`config.mk`:
```
export PLATFORM = sky130hd
export DESIGN_NAME = nco_freq_meter
export DESIGN_NICKNAME = d
export VERILOG_FILES = /design/src/rtl/nco_freq_meter.sv
export SDC_FILE = /design/constraint.sdc
export NUM_CORES = 1
export LEC_CHECK = 0
export ABC_AREA = 1
export CAP_MARGIN = 20
export CORE_ASPECT_RATIO = 1.4
export CORE_UTILIZATION = 60
export DETAILED_ROUTE_END_ITERATION = 6
export DONT_BUFFER_PORTS = 1
export PLACE_DENSITY = 0.85
export RECOVER_POWER = 100
export SLEW_MARGIN = 30
export SYNTH_ARGS = -nofsm -noshare
export SYNTH_HDL_FRONTEND = slang
export SYNTH_SLANG_ARGS = --single-unit
export TNS_END_PERCENT = 10
```
`constraint.sdc`:
```
create_clock -name clk -period 4.2 [get_ports clk]
set_input_delay 1.26 -clock clk [delete_from_list [all_inputs] [get_ports clk]]
set_output_delay 1.26 -clock clk [all_outputs]
set_load 0.05 [all_outputs]
```
`src/rtl/nco_freq_meter.sv`:
```
// Measures the period of an external square wave over 2^NPER_LOG2 cycles and
// converts it into an NCO tuning word: floor(2^(SIZE+NPER_LOG2) / P), saturated.
module nco_freq_meter #(
   parameter int SIZE      = 26,
   parameter int CNT_W     = 24,
   parameter int NPER_LOG2 = 2
) (
   input  logic            clk,
   input  logic            reset,
   input  logic            sig_in_i,
   input  logic            enable_i,
   output logic [SIZE-1:0] freq_word_o,
   output logic            valid_o,
   output logic            overflow_o,
   output logic            busy_o
);

   localparam int QW  = SIZE + NPER_LOG2 + 1;
   localparam int DCW = $clog2(QW);
   localparam int ECW = NPER_LOG2 + 1;
   localparam logic [CNT_W-1:0] CNT_MAX   = '1;
   localparam logic [ECW-1:0]   LAST_EDGE = ECW'((1 << NPER_LOG2) - 1);
   localparam logic [DCW-1:0]   LAST_STEP = DCW'(QW - 1);

   typedef enum logic [2:0] {
      IDLE,
      ARM,
      MEASURE,
      DIVIDE,
      DONE
   } state_t;

   state_t           state_q, state_d;
   logic             sync1_q, sync2_q, sync3_q;
   logic             edgePulse;
   logic [CNT_W-1:0] cnt_q, cnt_d;
   logic [ECW-1:0]   edgeCnt_q, edgeCnt_d;
   logic [CNT_W:0]   period_q, period_d;
   logic [CNT_W:0]   rem_q, rem_d;
   logic [QW-2:0]    quot_q, quot_d;
   logic [DCW-1:0]   step_q, step_d;
   logic [SIZE-1:0]  freqWord_q, freqWord_d;
   logic             valid_q, valid_d;
   logic             overflow_q, overflow_d;

   logic [CNT_W+1:0] trialRem;
   logic [CNT_W+1:0] trialDiff;
   logic             fits;
   logic [QW-1:0]    quotNext;

   assign edgePulse = sync2_q & ~sync3_q;

   always_comb begin
      state_d    = state_q;
      cnt_d      = cnt_q;
      edgeCnt_d  = edgeCnt_q;
      period_d   = period_q;
      rem_d      = rem_q;
      quot_d     = quot_q;
      step_d     = step_q;
      freqWord_d = freqWord_q;
      valid_d    = 1'b0;
      overflow_d = overflow_q;

      // The numerator is a single 1 followed by zeros, so only step 0 shifts in a one.
      trialRem  = {rem_q, (step_q == '0)};
      trialDiff = trialRem - {1'b0, period_q};
      fits      = ~trialDiff[CNT_W+1];
      quotNext  = {quot_q, fits};

      if (!enable_i) begin
         state_d    = IDLE;
         cnt_d      = '0;
         overflow_d = 1'b0;
      end else begin
         unique case (state_q)
            IDLE: begin
               cnt_d   = '0;
               state_d = ARM;
            end
            ARM: begin
               if (edgePulse) begin
                  cnt_d     = '0;
                  edgeCnt_d = '0;
                  state_d   = MEASURE;
               end else if (cnt_q == CNT_MAX) begin
                  freqWord_d = '0;
                  overflow_d = 1'b1;
                  valid_d    = 1'b1;
                  cnt_d      = '0;
                  state_d    = DONE;
               end else begin
                  cnt_d = cnt_q + 1'b1;
               end
            end
            MEASURE: begin
               if (edgePulse) begin
                  if (edgeCnt_q == LAST_EDGE) begin
                     period_d = {1'b0, cnt_q} + 1'b1;
                     rem_d    = '0;
                     quot_d   = '0;
                     step_d   = '0;
                     state_d  = DIVIDE;
                  end else begin
                     edgeCnt_d = edgeCnt_q + 1'b1;
                     cnt_d     = (cnt_q == CNT_MAX) ? cnt_q : cnt_q + 1'b1;
                  end
               end else if (cnt_q == CNT_MAX) begin
                  freqWord_d = '0;
                  overflow_d = 1'b1;
                  valid_d    = 1'b1;
                  cnt_d      = '0;
                  state_d    = DONE;
               end else begin
                  cnt_d = cnt_q + 1'b1;
               end
            end
            DIVIDE: begin
               rem_d  = fits ? trialDiff[CNT_W:0] : trialRem[CNT_W:0];
               quot_d = quotNext[QW-2:0];
               step_d = step_q + 1'b1;
               if (step_q == LAST_STEP) begin
                  freqWord_d = (|quotNext[QW-1:SIZE]) ? '1 : quotNext[SIZE-1:0];
                  valid_d    = 1'b1;
                  overflow_d = 1'b0;
                  state_d    = DONE;
               end
            end
            DONE: begin
               cnt_d   = '0;
               state_d = ARM;
            end
            default: state_d = IDLE;
         endcase
      end
   end

   always_ff @(posedge clk) begin
      if (reset) begin
         state_q    <= IDLE;
         sync1_q    <= 1'b0;
         sync2_q    <= 1'b0;
         sync3_q    <= 1'b0;
         cnt_q      <= '0;
         edgeCnt_q  <= '0;
         period_q   <= '0;
         rem_q      <= '0;
         quot_q     <= '0;
         step_q     <= '0;
         freqWord_q <= '0;
         valid_q    <= 1'b0;
         overflow_q <= 1'b0;
      end else begin
         state_q    <= state_d;
         sync1_q    <= sig_in_i;
         sync2_q    <= sync1_q;
         sync3_q    <= sync2_q;
         cnt_q      <= cnt_d;
         edgeCnt_q  <= edgeCnt_d;
         period_q   <= period_d;
         rem_q      <= rem_d;
         quot_q     <= quot_d;
         step_q     <= step_d;
         freqWord_q <= freqWord_d;
         valid_q    <= valid_d;
         overflow_q <= overflow_d;
      end
   end

   assign freq_word_o = freqWord_q;
   assign valid_o     = valid_q;
   assign overflow_o  = overflow_q;
   assign busy_o      = (state_q != IDLE);

endmodule

```
---- Word level (Yosys, flattened, before mapping) ----
Index checks and enable logic that the tools add are counted.
word-level totals
  register bits after elaboration ......... 144
  input bits .............................. 4
  output and inout port bits .............. 29
cells by class
  add/sub/neg operators ................... 5
  equal/unequal tests ..................... 17
  muxes and demuxes ....................... 39
  bitwise operators ....................... 4
  reduce and logical (&&, ||, !) cells .... 18
operators by type and width
  cell                   count
  $mux 24                5
  $mux 26                4
  $mux 25                3
  $pmux 24 s3            1
  $mux 28                2
  $pmux 28 s2            1
  $pmux 26 s2            1
  $pmux 25 s2            1
  $sub 26x25->26         1
  $add 24x1->25 const B  1
  $add 24x1->24 const B  1
  $eq 24x24->1 const B   1
  $mux 3                 8
  $ne 2x2->1 const B     6
  $pmux 3 s4             1
  $reduce_and 4->1       3
  $mux 5                 2
  $pmux 5 s2             1
  $reduce_and 5->1       2
  $eq 3x2->1 const B     3
  $ne 3x3->1 const B     3
  $mux 1                 6
  $pmux 3 s2             1
  $reduce_bool 2->1      3
  other kinds (16)       22

---- Longest topological paths before layout ----
Gate-level depths: netlist of the first run.
  depth in word-level cells ............... 6
  depth in mapped cells ................... 18
  depth with buffers taken out ............ 18

---- Worst setup path after synthesis of the first run ----
Ideal clock, no wire load.
  kind .................................... input -> register
  from .................................... input port enable_i
  to ...................................... register rem_q[23]
  setup time .............................. 0.070 ns
  arrival ................................. 2.268 ns
  slack ................................... 1.862 ns
  stages .................................. 8
  cells stage by stage .................... inv_1 -> nor2_1 -> buf_2 -> buf_1 -> nand2_1 -> nand2_1 -> nand2_1 -> a21oi_1
on the way
  longest elaborated chain between the ends .. 1
RTL lines
  what                        line  source
  start: declaration          11    input logic enable_i,
  $reduce_and 4->1 (no line)  --
  end signal: assignment      161   rem_q <= rem_d;
  end: declaration            39    logic [CNT_W:0] rem_q, rem_d;
Every way passes these cells.
A chain may end at the register's enable or synchronous reset.

---- Worst setup path after layout of the first run ----
  from .................................... register cnt_q[0]
  to ...................................... register freqWord_q[11], in the netlist freq_word_o[11]
on the way
  longest elaborated chain between the ends .. 3
RTL lines
  what                        line     source
  start: declaration          36       logic [CNT_W-1:0] cnt_q, cnt_d;
  start signal: assignment    158      cnt_q <= cnt_d;
  $eq 24x24->1                86, 108
  $ne 2x1->1 (no line)        --
  $reduce_and 5->1 (no line)  --
  end signal: assignment      164      freqWord_q <= freqWord_d;
  end: declaration            42       logic [SIZE-1:0] freqWord_q, freqWord_d;
Every way passes these cells.

==> results of run 1 <==
==> state kept, by name (all words and copies together), names as in the netlist <==
name	count
quot_q	28
freq_word_o	26
period_q	25
rem_q	25
cnt_q	24
step_q	5
edgeCnt_q	3
state_q	3
overflow_o	1
sync1_q	1
sync2_q	1
sync3_q	1
valid_o	1
==> cells in the mapped netlist <==
cell type / count
nand3_1: 88
nand3_2: 5
dfxtp_1: 144
nor3_4: 1
inv_1: 178
xor2_1: 18
clkbuf_1: 28
fa_1: 1
nor2_1: 72
nand2_4: 4
nor4_4: 1
o21bai_1: 1
nand4_4: 1
xnor2_1: 9
nor4_1: 1
inv_2: 5
ha_1: 30
a21o_1: 2
and2_1: 2
a211oi_1: 9
nand2_2: 3
or3_1: 1
nand2_1: 400
o21ai_1: 1
buf_4: 1
a21oi_1: 144
nand3b_1: 12
nor3_1: 10
nor2_2: 3
nor2_4: 5
o2111ai_1: 1
or2_2: 2
o21ai_0: 54
nand4_1: 15
clkinv_1: 1
buf_2: 2
buf_1: 5
buf_6: 10
==> through the flow <==
step	total power (W)	hold slack, ps	worst slack, ps	std cells	instance area, um2
floorplan	0.001435	388.3	1862	1270	8285
global placement	0.001426	394.7	1369	1409	8289
detailed placement	0.001426	397.5	1300	1409	8289
CTS	0.002849	408.2	1348	1441	8861
global route	0.002915	430.2	587.8	1441	8801
finish	0.002835	405.7	877.8	1441	8801
==> cell families after synthesis <==
logic type	after synthesis
compound gates	212
simple gates	626
buf+inv	230
fa+ha+maj	31
xor+xnor	27
flops	144
==> metal layers <==
| metal | vias up | routed length, um |
|---|---|---|
| li1 | 3994 | - |
| met1 | 3606 | 8399 |
| met2 | 243 | 9631 |
| met3 | 53 | 1082 |
| met4 | 0 | 732 |
| met5 | - | 0 |
==> power breakdown <==
part	internal, W	switching [W]
Clock	0.000807	0.000632
Combinational	0.00000480	0.0000219
Sequential	0.00137	0.00000135
==> worst register-to-register path: stages (launching register included) <==
cell	delay, ps
dfxtp_1	480
ha_1	350
nand3_1	150
nor2_1	340
nand2_4	90
nor2_1	310
nand2_4	90
nor2_1	190
nand4_1	260
nand2_2	120
nand2_1	510
nand2_1	240
a21oi_1	80
==> layout make-up <==
class                           instances  area, um2
Tap cell                              182      227.7
Clock inverter                         13      118.9
Fill cell                            1164       4649
Inverter                              184      690.7
Sequential cell                       144       2883
Multi-Input combinational cell        896       4405
Timing Repair Buffer                    3      22.52
Clock buffer                           19      452.9
==> path summary, 6_finish.rpt <==
check,from,to,slack [ps]
setup / recovery,cnt_q[0]$_SDFFE_PP0P_,freq_word_o[11]$_SDFFE_PP0P_,880
hold / removal,sync1_q$_SDFF_PP0_,sync2_q$_SDFF_PP0_,410
setup reg to reg,cnt_q[0]$_SDFFE_PP0P_,freq_word_o[11]$_SDFFE_PP0P_,880
hold reg to reg,sync1_q$_SDFF_PP0_,sync2_q$_SDFF_PP0_,410
==> impl_metrics.ini, run 1 <==
[clock_network]
htree_num_levels = 4
cts_resized = 0
postCtsSetupBuffers = 0
cts_root_buf = clkbuf_16
insertion_delay_ps = 420
clock-sinks = 144
cts_tree = done
hold_buffers = 0
cts_buffers = 17
clk_pin_slew_ps = 60
clk_path_buf_depth = 2

[sta]
hold_viol_final = 0
fin_tns_setup_ps = 0
worst_slew_pin_slew_ps = 1465
max_clock_freq_mhz = 301.0
rsz0062_at_grt = no
period_share_pct = 79.10
slew_headroom_pct = 1.981
period_needed_ps = 3322
setup_viol_count_final = 0
fin_skew_ps = 7.055
drv_slew = 0

[layout]
layout-drive-gt1-share_pct = 4.527
nets = 1281
final_common_cell = nand2_1
post-route-util_pct = 65.43
num_antenna_cells = 0
areaGrowthSynthToFinish_pct = 6.222
mostFrequentLayoutCells = nand2_1, inv_1, a21oi_1, dfxtp_1, nand3_1

[global_routing]
grtUsageMet2_pct = 49.84
grt-ovfl-total = 0
busiest_layer = met2
grt_use_met1_pct = 36.23
track_usage_pct = 29.44
antenna_found_initial = 0
grt_pass1_wl_mm = 33.55
grtUsageMet3_pct = 5.503
grt_pass1_vias = 7274
grt_max_degree = 99

[synthesis]
ys_ff_latch = 144
yosys.area_share.simple_pct = 32.97
synth_nets = 1305
seq_area_frac_synth_pct = 34.79
synthTopCellsByArea = dfxtp_1, nand2_1, a21oi_1
avgSynthCellArea_um2 = 6.524
synth_cells = 1270
muxShareOfSynthArea_pct = 0
synthAdderAreaFrac_pct = 4.772
synth_top_area_share_pct = 34.79
synth-xor-area-share_pct = 2.854
synth_compound_area_share_pct = 13.21
yosysWarnings = 0
synth_top_area_cell = dfxtp_1
syn-cell-area_um2 = 8285
synth_cell_type_count = 38
synth_top_family_by_area = simple AND/OR/NAND/NOR gates

[setup_path]
reg2reg_depth = 12
cp_slowest_cell = nand2_1
crit_family = simple AND/OR/NAND/NOR gates
worstPathRequired_ps = 4510
crit_chain = ha_1, nand3_1, nor2_1, nand2_4, nor2_1, nand2_4, nor2_1, nand4_1, nand2_2, nand2_1, nand2_1, a21oi_1
end_kind = flop
start_kind = flop
arrival_ps = 3630
worstSetupPathType = flop to flop
slowest_delay_ps = 510
cp_common_cell = nor2_1
critical_path_buf_inv_count = 0
path_depth = 12
crit_path_max_fanout = 26

[route]
firstDrtPassIters = 5
ant_nets = 0
vias_per_cell = 5.480
wl_mm = 19.85
route.detailed.drc = 0
drt_iter0_drc = 539
avgRoutedWirePerCell_um = 13.77
via_count = 7896

[die]
die_height_um = 141.0
die_area_um2 = 14290
die_x_um = 101.3
start_util_pct = 61.60
core_um2 = 13450
rows = 50
pin_count = 33

[hold_path]
holdPathStages = 2
worst_hold_path_type = flop to flop

[power_and_ir_drop]
p_per_area_nw_per_um2 = 322.1
leakage_nw = 3.840
peakVddDrop_mv = 0.3056

[place]
hpwl_mm = 13.68
routabilityCongestion = 0.9009
io_buffers = 0

[flow_run]
drv_cap = 0

[status]
status = finished, final reports clean
No activity file was read; power rests on OpenSTA's default activity.
==> inputs of run 2 (changes only) <==
==> constraint.sdc (replaced) <==
create_clock -name clk -period 3.4 [get_ports clk]
set_input_delay 1.02 -clock clk [delete_from_list [all_inputs] [get_ports clk]]
set_output_delay 1.02 -clock clk [all_outputs]
set_load 0.05 [all_outputs]
==> run 2 against run 1 <==
Count of clock-buffer cells in the layout is 2 lower. Register-to-register slack worse by 500 ps. The flow now finishes with violations (capacitance limit). Worst setup slack worse by 500 ps. Cell count is 0.28% higher. Critical endpoint is now rem_q[12]$_SDFFE_PP0P_.
==> impl_metrics.ini, run 2 (synthesized netlist as in run 1, its figures left out) <==
[setup_path]
arrival_ps = 3350
r2r_start = step_q[0]$_SDFFE_PP0P_
r2r_slack_ps = 370
start_kind = flop
crit_chain = inv_1, ha_1, nand4_1, ha_1, inv_1, nand3_1, nand3_1, nand2_1, nand3_1, nand2_2, nand2_2, nand2_1, nand3_1, a21oi_1
worstSetupPathType = flop to flop
r2r-end = rem_q[12]$_SDFFE_PP0P_
cp_common_cell = nand3_1
reg2reg_depth = 14
crit_path_max_fanout = 23
cp_slowest_cell = nand2_2
worstPathRequired_ps = 3730
critPathLaunch = step_q[0]$_SDFFE_PP0P_
slowest_delay_ps = 420
end_kind = flop

[sta]
hold_viol_final = 0
hold-worst-slack_ps = 412.7
period_share_pct = 88.98
setup_slack_ps = 374.8
worst_slew_pin_slew_ps = 1487
drv_slew = 0
max_clock_freq_mhz = 330.6
setup_viol_count_final = 0
slew_headroom_pct = 0.7792
period_needed_ps = 3025
fin_skew_ps = 10.57
fin_tns_setup_ps = 0
rsz0062_at_grt = no

[die]
die_x_um = 101.3
core_um2 = 13450
pin_count = 33
die_area_um2 = 14290
rows = 50
start_util_pct = 61.60
die_height_um = 141.0

[hold_path]
holdPathStages = 2
hp-start = sync1_q$_SDFF_PP0_
min_to = sync2_q$_SDFF_PP0_
worst_hold_path_type = flop to flop

[place]
pre_cts_ws_ps = 688.5
dpl_cell_area_um2 = 8319
io_buffers = 0
routabilityCongestion = 0.9346
hpwl_mm = 14.01

[global_routing]
grt_pass1_wl_mm = 34.58
grt_max_degree = 99
antenna_found_initial = 0
grt-ovfl-total = 0
grt_pass1_vias = 7481
grtUsageMet3_pct = 4.710
grt_use_met1_pct = 37.05
track_usage_pct = 30.41
busiest_layer = met2
grtUsageMet2_pct = 52.31

[power_and_ir_drop]
peakVddDrop_mv = 0.3323
leakage_nw = 3.886
p_per_area_nw_per_um2 = 408.8

[route]
drt_iter0_drc = 616
wl_mm = 20.83
avgRoutedWirePerCell_um = 14.42
via_count = 8022
route.detailed.drc = 0
vias_per_cell = 5.552
ant_nets = 0
firstDrtPassIters = 5

[layout]
layout-drive-gt1-share_pct = 4.513
post-route-util_pct = 65.67
design_area_um2 = 8833
largest_reg_flops = 28
largest_register = quot_q
final_common_cell = nand2_1
mostFrequentLayoutCells = nand2_1, inv_1, a21oi_1, dfxtp_1, nand3_1
nets = 1285
num_antenna_cells = 0
areaGrowthSynthToFinish_pct = 6.614

[clock_network]
cts_root_buf = clkbuf_16
hold_buffers = 0
clk_path_buf_depth = 2
cts_buffers = 17
clk_pin_slew_ps = 70
insertion_delay_ps = 420
cts_resized = 0
cts_tree = done
clock-sinks = 144
htree_num_levels = 4
postCtsSetupBuffers = 0

[status]
violations = capacitance limit
status = complete, but fails checks

[flow_run]
drv_cap = 1
[run 2: per-stage QoR]
stage	power, W	cells
floorplan	0.001773	1270
detailed placement	0.001764	1413
finish	0.003611	1445
global placement	0.001764	1413
global route	0.003703	1445
CTS	0.003622	1445
[run 2: how the worst max path moves through the flow]
stage,end,depth (start not counted)
final,rem_q[12]$_SDFFE_PP0P_,14
after global routing,rem_q[12]$_SDFFE_PP0P_,15
after CTS,rem_q[12]$_SDFFE_PP0P_,15
after detailed placement,rem_q[7]$_SDFFE_PP0P_,8
after global placement,rem_q[1]$_SDFFE_PP0P_,8
after floorplan,rem_q[12]$_SDFFE_PP0P_,15
[run 2: final cells by class]
| cell class | count | area (um2) |
|---|---|---|
| clock buffer | 17 | 425.4 |
| clock inverter | 15 | 167.7 |
| fill | 1160 | 4617 |
| inverter | 184 | 690.7 |
| multi-input combinational | 896 | 4390 |
| sequential | 144 | 2883 |
| tap | 182 | 227.7 |
| timing repair buffer | 7 | 48.80 |
[run 2: report_power, final]
| group | switching [W] | internal [W] | leakage, nW | total (W) |
|---|---|---|---|---|
| clock network | 0.000835 | 0.00105 | 0.292 | 0.00189 |
| logic | 0.0000284 | 0.00000686 | 2.43 | 0.0000353 |
| registers | 0.00000168 | 0.00169 | 1.16 | 0.00169 |
[run 2: worst max-delay path, delay by kind of cell, from the launching register on]
kind / cells / cell delay (ps)
adders and majority gates: 2 / 450
and+or+nand+nor: 9 / 1760
AOI/OAI and AO/OA: 1 / 220
DFF: 1 / 360
buffers and inverters: 2 / 150
[run 2: per-layer routing]
| metal | share of wire [%] | up-vias |
|---|---|---|
| met3 | 5.3 | 51 |
| li1 | - | 3989 |
| met1 | 41 | 3706 |
| met2 | 50 | 276 |
| met5 | 0 | - |
| met4 | 3.1 | 0 |
==> inputs of run 3 (changes only) <==
--- a/config.mk
+++ b/config.mk
@@ -13,7 +13,6 @@
 export DONT_BUFFER_PORTS = 1
 export PLACE_DENSITY = 0.85
 export RECOVER_POWER = 100
-export SLEW_MARGIN = 30
 export SYNTH_ARGS = -nofsm -noshare
 export SYNTH_HDL_FRONTEND = slang
 export SYNTH_SLANG_ARGS = --single-unit
==> constraint.sdc (replaced) <==
create_clock -name clk -period 3 [get_ports clk]
set_input_delay 0.9 -clock clk [delete_from_list [all_inputs] [get_ports clk]]
set_output_delay 0.9 -clock clk [all_outputs]
set_load 0.05 [all_outputs]
==> run 3 against run 2 <==
The run still ends with capacitance limit left. Worst setup slack worse by 84 ps. Clock power up 23%. Cell count up 0.21%. Wire length up 1.0%. Largest power group unchanged. Global-route usage up 0.56 points. First-iteration DRC count down 17%. Critical path depth down 2.
==> impl_metrics.ini, run 3 (synthesized netlist as in run 1, its figures left out) <==
[sta]
fin_skew_ps = 13.59
period_needed_ps = 2710
worst_slew_pin_slew_ps = 1497
rsz0062_at_grt = no
drv_slew = 0
fin_tns_setup_ps = 0
setup_viol_count_final = 0
hold_viol_final = 0
slew_headroom_pct = 0.1828
max_clock_freq_mhz = 369.1
period_share_pct = 90.32

[die]
core_um2 = 13450
pin_count = 33
start_util_pct = 61.60
die_x_um = 101.3
die_height_um = 141.0
die_area_um2 = 14290
rows = 50

[clock_network]
cts_root_buf = clkbuf_16
clock-sinks = 144
cts_tree = done
cts_buffers = 17
insertion_delay_ps = 430
htree_num_levels = 4
cts_resized = 0
postCtsSetupBuffers = 0
hold_buffers = 0
clk_pin_slew_ps = 70
clk_path_buf_depth = 2

[power_and_ir_drop]
leakage_nw = 3.904
comb_power_share_pct = 0.9
total_power_w = 0.004271
power_frac_seq_pct = 44.8
switching_power_w = 0.0009934
swShare_pct = 23.26
p_per_area_nw_per_um2 = 479.5
peakVddDrop_mv = 0.3889
internal_power_w = 0.003277
clockPowerShare_pct = 54.2

[setup_path]
r2r_start = cnt_q[0]$_SDFFE_PP0P_
crit_path_max_fanout = 26
end_kind = flop
r2r_slack_ps = 290
arrival_ps = 3020
start_kind = flop
r2r-end = freq_word_o[17]$_SDFFE_PP0P_
worstPathRequired_ps = 3310
reg2reg_depth = 12
worstSetupPathType = flop to flop

[layout]
fillers = 1186
layout-drive-gt1-share_pct = 4.818
nets = 1288
areaGrowthSynthToFinish_pct = 7.505
num_antenna_cells = 0
mostFrequentLayoutCells = nand2_1, inv_1, a21oi_1, dfxtp_1, nand3_1
largest_reg_flops = 28
final_common_cell = nand2_1
largest_register = quot_q

[hold_path]
min_to = sync2_q$_SDFF_PP0_
worst_hold_path_type = flop to flop
hp-start = sync1_q$_SDFF_PP0_
holdPathStages = 2

[route]
via_count = 8090
wl_mm = 21.05
drt_iter0_drc = 514
route.detailed.drc = 0
avgRoutedWirePerCell_um = 14.54
ant_nets = 0
vias_per_cell = 5.587
firstDrtPassIters = 5

[flow_run]
drv_cap = 1

[global_routing]
grt_max_degree = 99
grt_pass1_wl_mm = 35.03
grt-ovfl-total = 0
antenna_found_initial = 0
track_usage_pct = 30.97
grt_pass1_vias = 7672

[place]
io_buffers = 0
hpwl_mm = 14.24
routabilityCongestion = 0.9667

[status]
status = complete, but fails checks
violations = capacitance limit
## run 3: cell count changes in the layout (fill, tap and decap cells not counted), sizes merged
| cell | before | now |
|---|---|---|
| buf | 6 | 9 |
| bufinv | 1 | 3 |
| clkinv | 4 | 3 |
| inv | 193 | 192 |
## run 3: layout make-up
class	instances	area [um2]	share of cell area, %
inverter	184	690.7	7.754
clock buffer	17	425.4	4.776
clock inverter	15	214.0	2.402
tap	182	227.7	2.557
multi-input combinational	896	4395	49.35
sequential	144	2883	32.36
timing repair buffer	10	71.32	0.8007
## run 3: worst max-delay path, cell delays in order, from the launching register on
cell     delay [ps]
dfxtp_1         430
ha_1            270
nand3_1         150
nor2_1          340
nand2_4         100
nor2_4          120
nand2_1         120
nor2_1          210
nand4_1         240
nand2_1         180
nand2_4         200
nand2_1         110
a21oi_1          90
## run 3: worst max-delay path by stage
stage                            from                            to
2_1_floorplan  step_q[0]$_SDFFE_PP0P_        rem_q[12]$_SDFFE_PP0P_
6_report        cnt_q[0]$_SDFFE_PP0P_  freq_word_o[17]$_SDFFE_PP0P_
3_3_place_gp   step_q[0]$_SDFFE_PP0P_        rem_q[24]$_SDFFE_PP0P_
5_1_grt         cnt_q[0]$_SDFFE_PP0P_  freq_word_o[25]$_SDFFE_PP0P_
4_1_cts        step_q[0]$_SDFFE_PP0P_        rem_q[13]$_SDFFE_PP0P_
3_5_place_dp   step_q[0]$_SDFFE_PP0P_        rem_q[13]$_SDFFE_PP0P_
## run 3: per-layer routing
layer  routed length, um  global-route usage (%)  vias up
met5                   0                       0        -
met4                 981                   18.15        0
met3                1089                   4.908       84
met2               10480                   53.67      271
met1                8500                   35.48     3724
li1                    -                       -     4011
## run 3: stage by stage
stage          std cells  hold WS, ps  setup WS, ps  utilization, %  area, um2
2_1_floorplan       1270        388.3         818.5               -       8285
3_3_place_gp        1416        395.9         594.1           62.02       8342
3_5_place_dp        1416        401.8         513.8           62.02       8342
4_1_cts             1448        411.0         466.4           66.77       8981
5_1_grt             1448        431.3         106.0           66.22       8907
6_report            1448        411.3         290.5           66.22       8907
## run 3: power groups by stage
stage | Clock, W | Combinational, W | Sequential (W)
after floorplan | 0 | 0.0000508 | 0.00196
after global placement | 0 | 0.0000393 | 0.00196
after detailed placement | 0 | 0.0000399 | 0.00196
after CTS | 0.00233 | 0.0000404 | 0.00192
after global routing | 0.00242 | 0.0000432 | 0.00191
final | 0.00232 | 0.0000395 | 0.00192
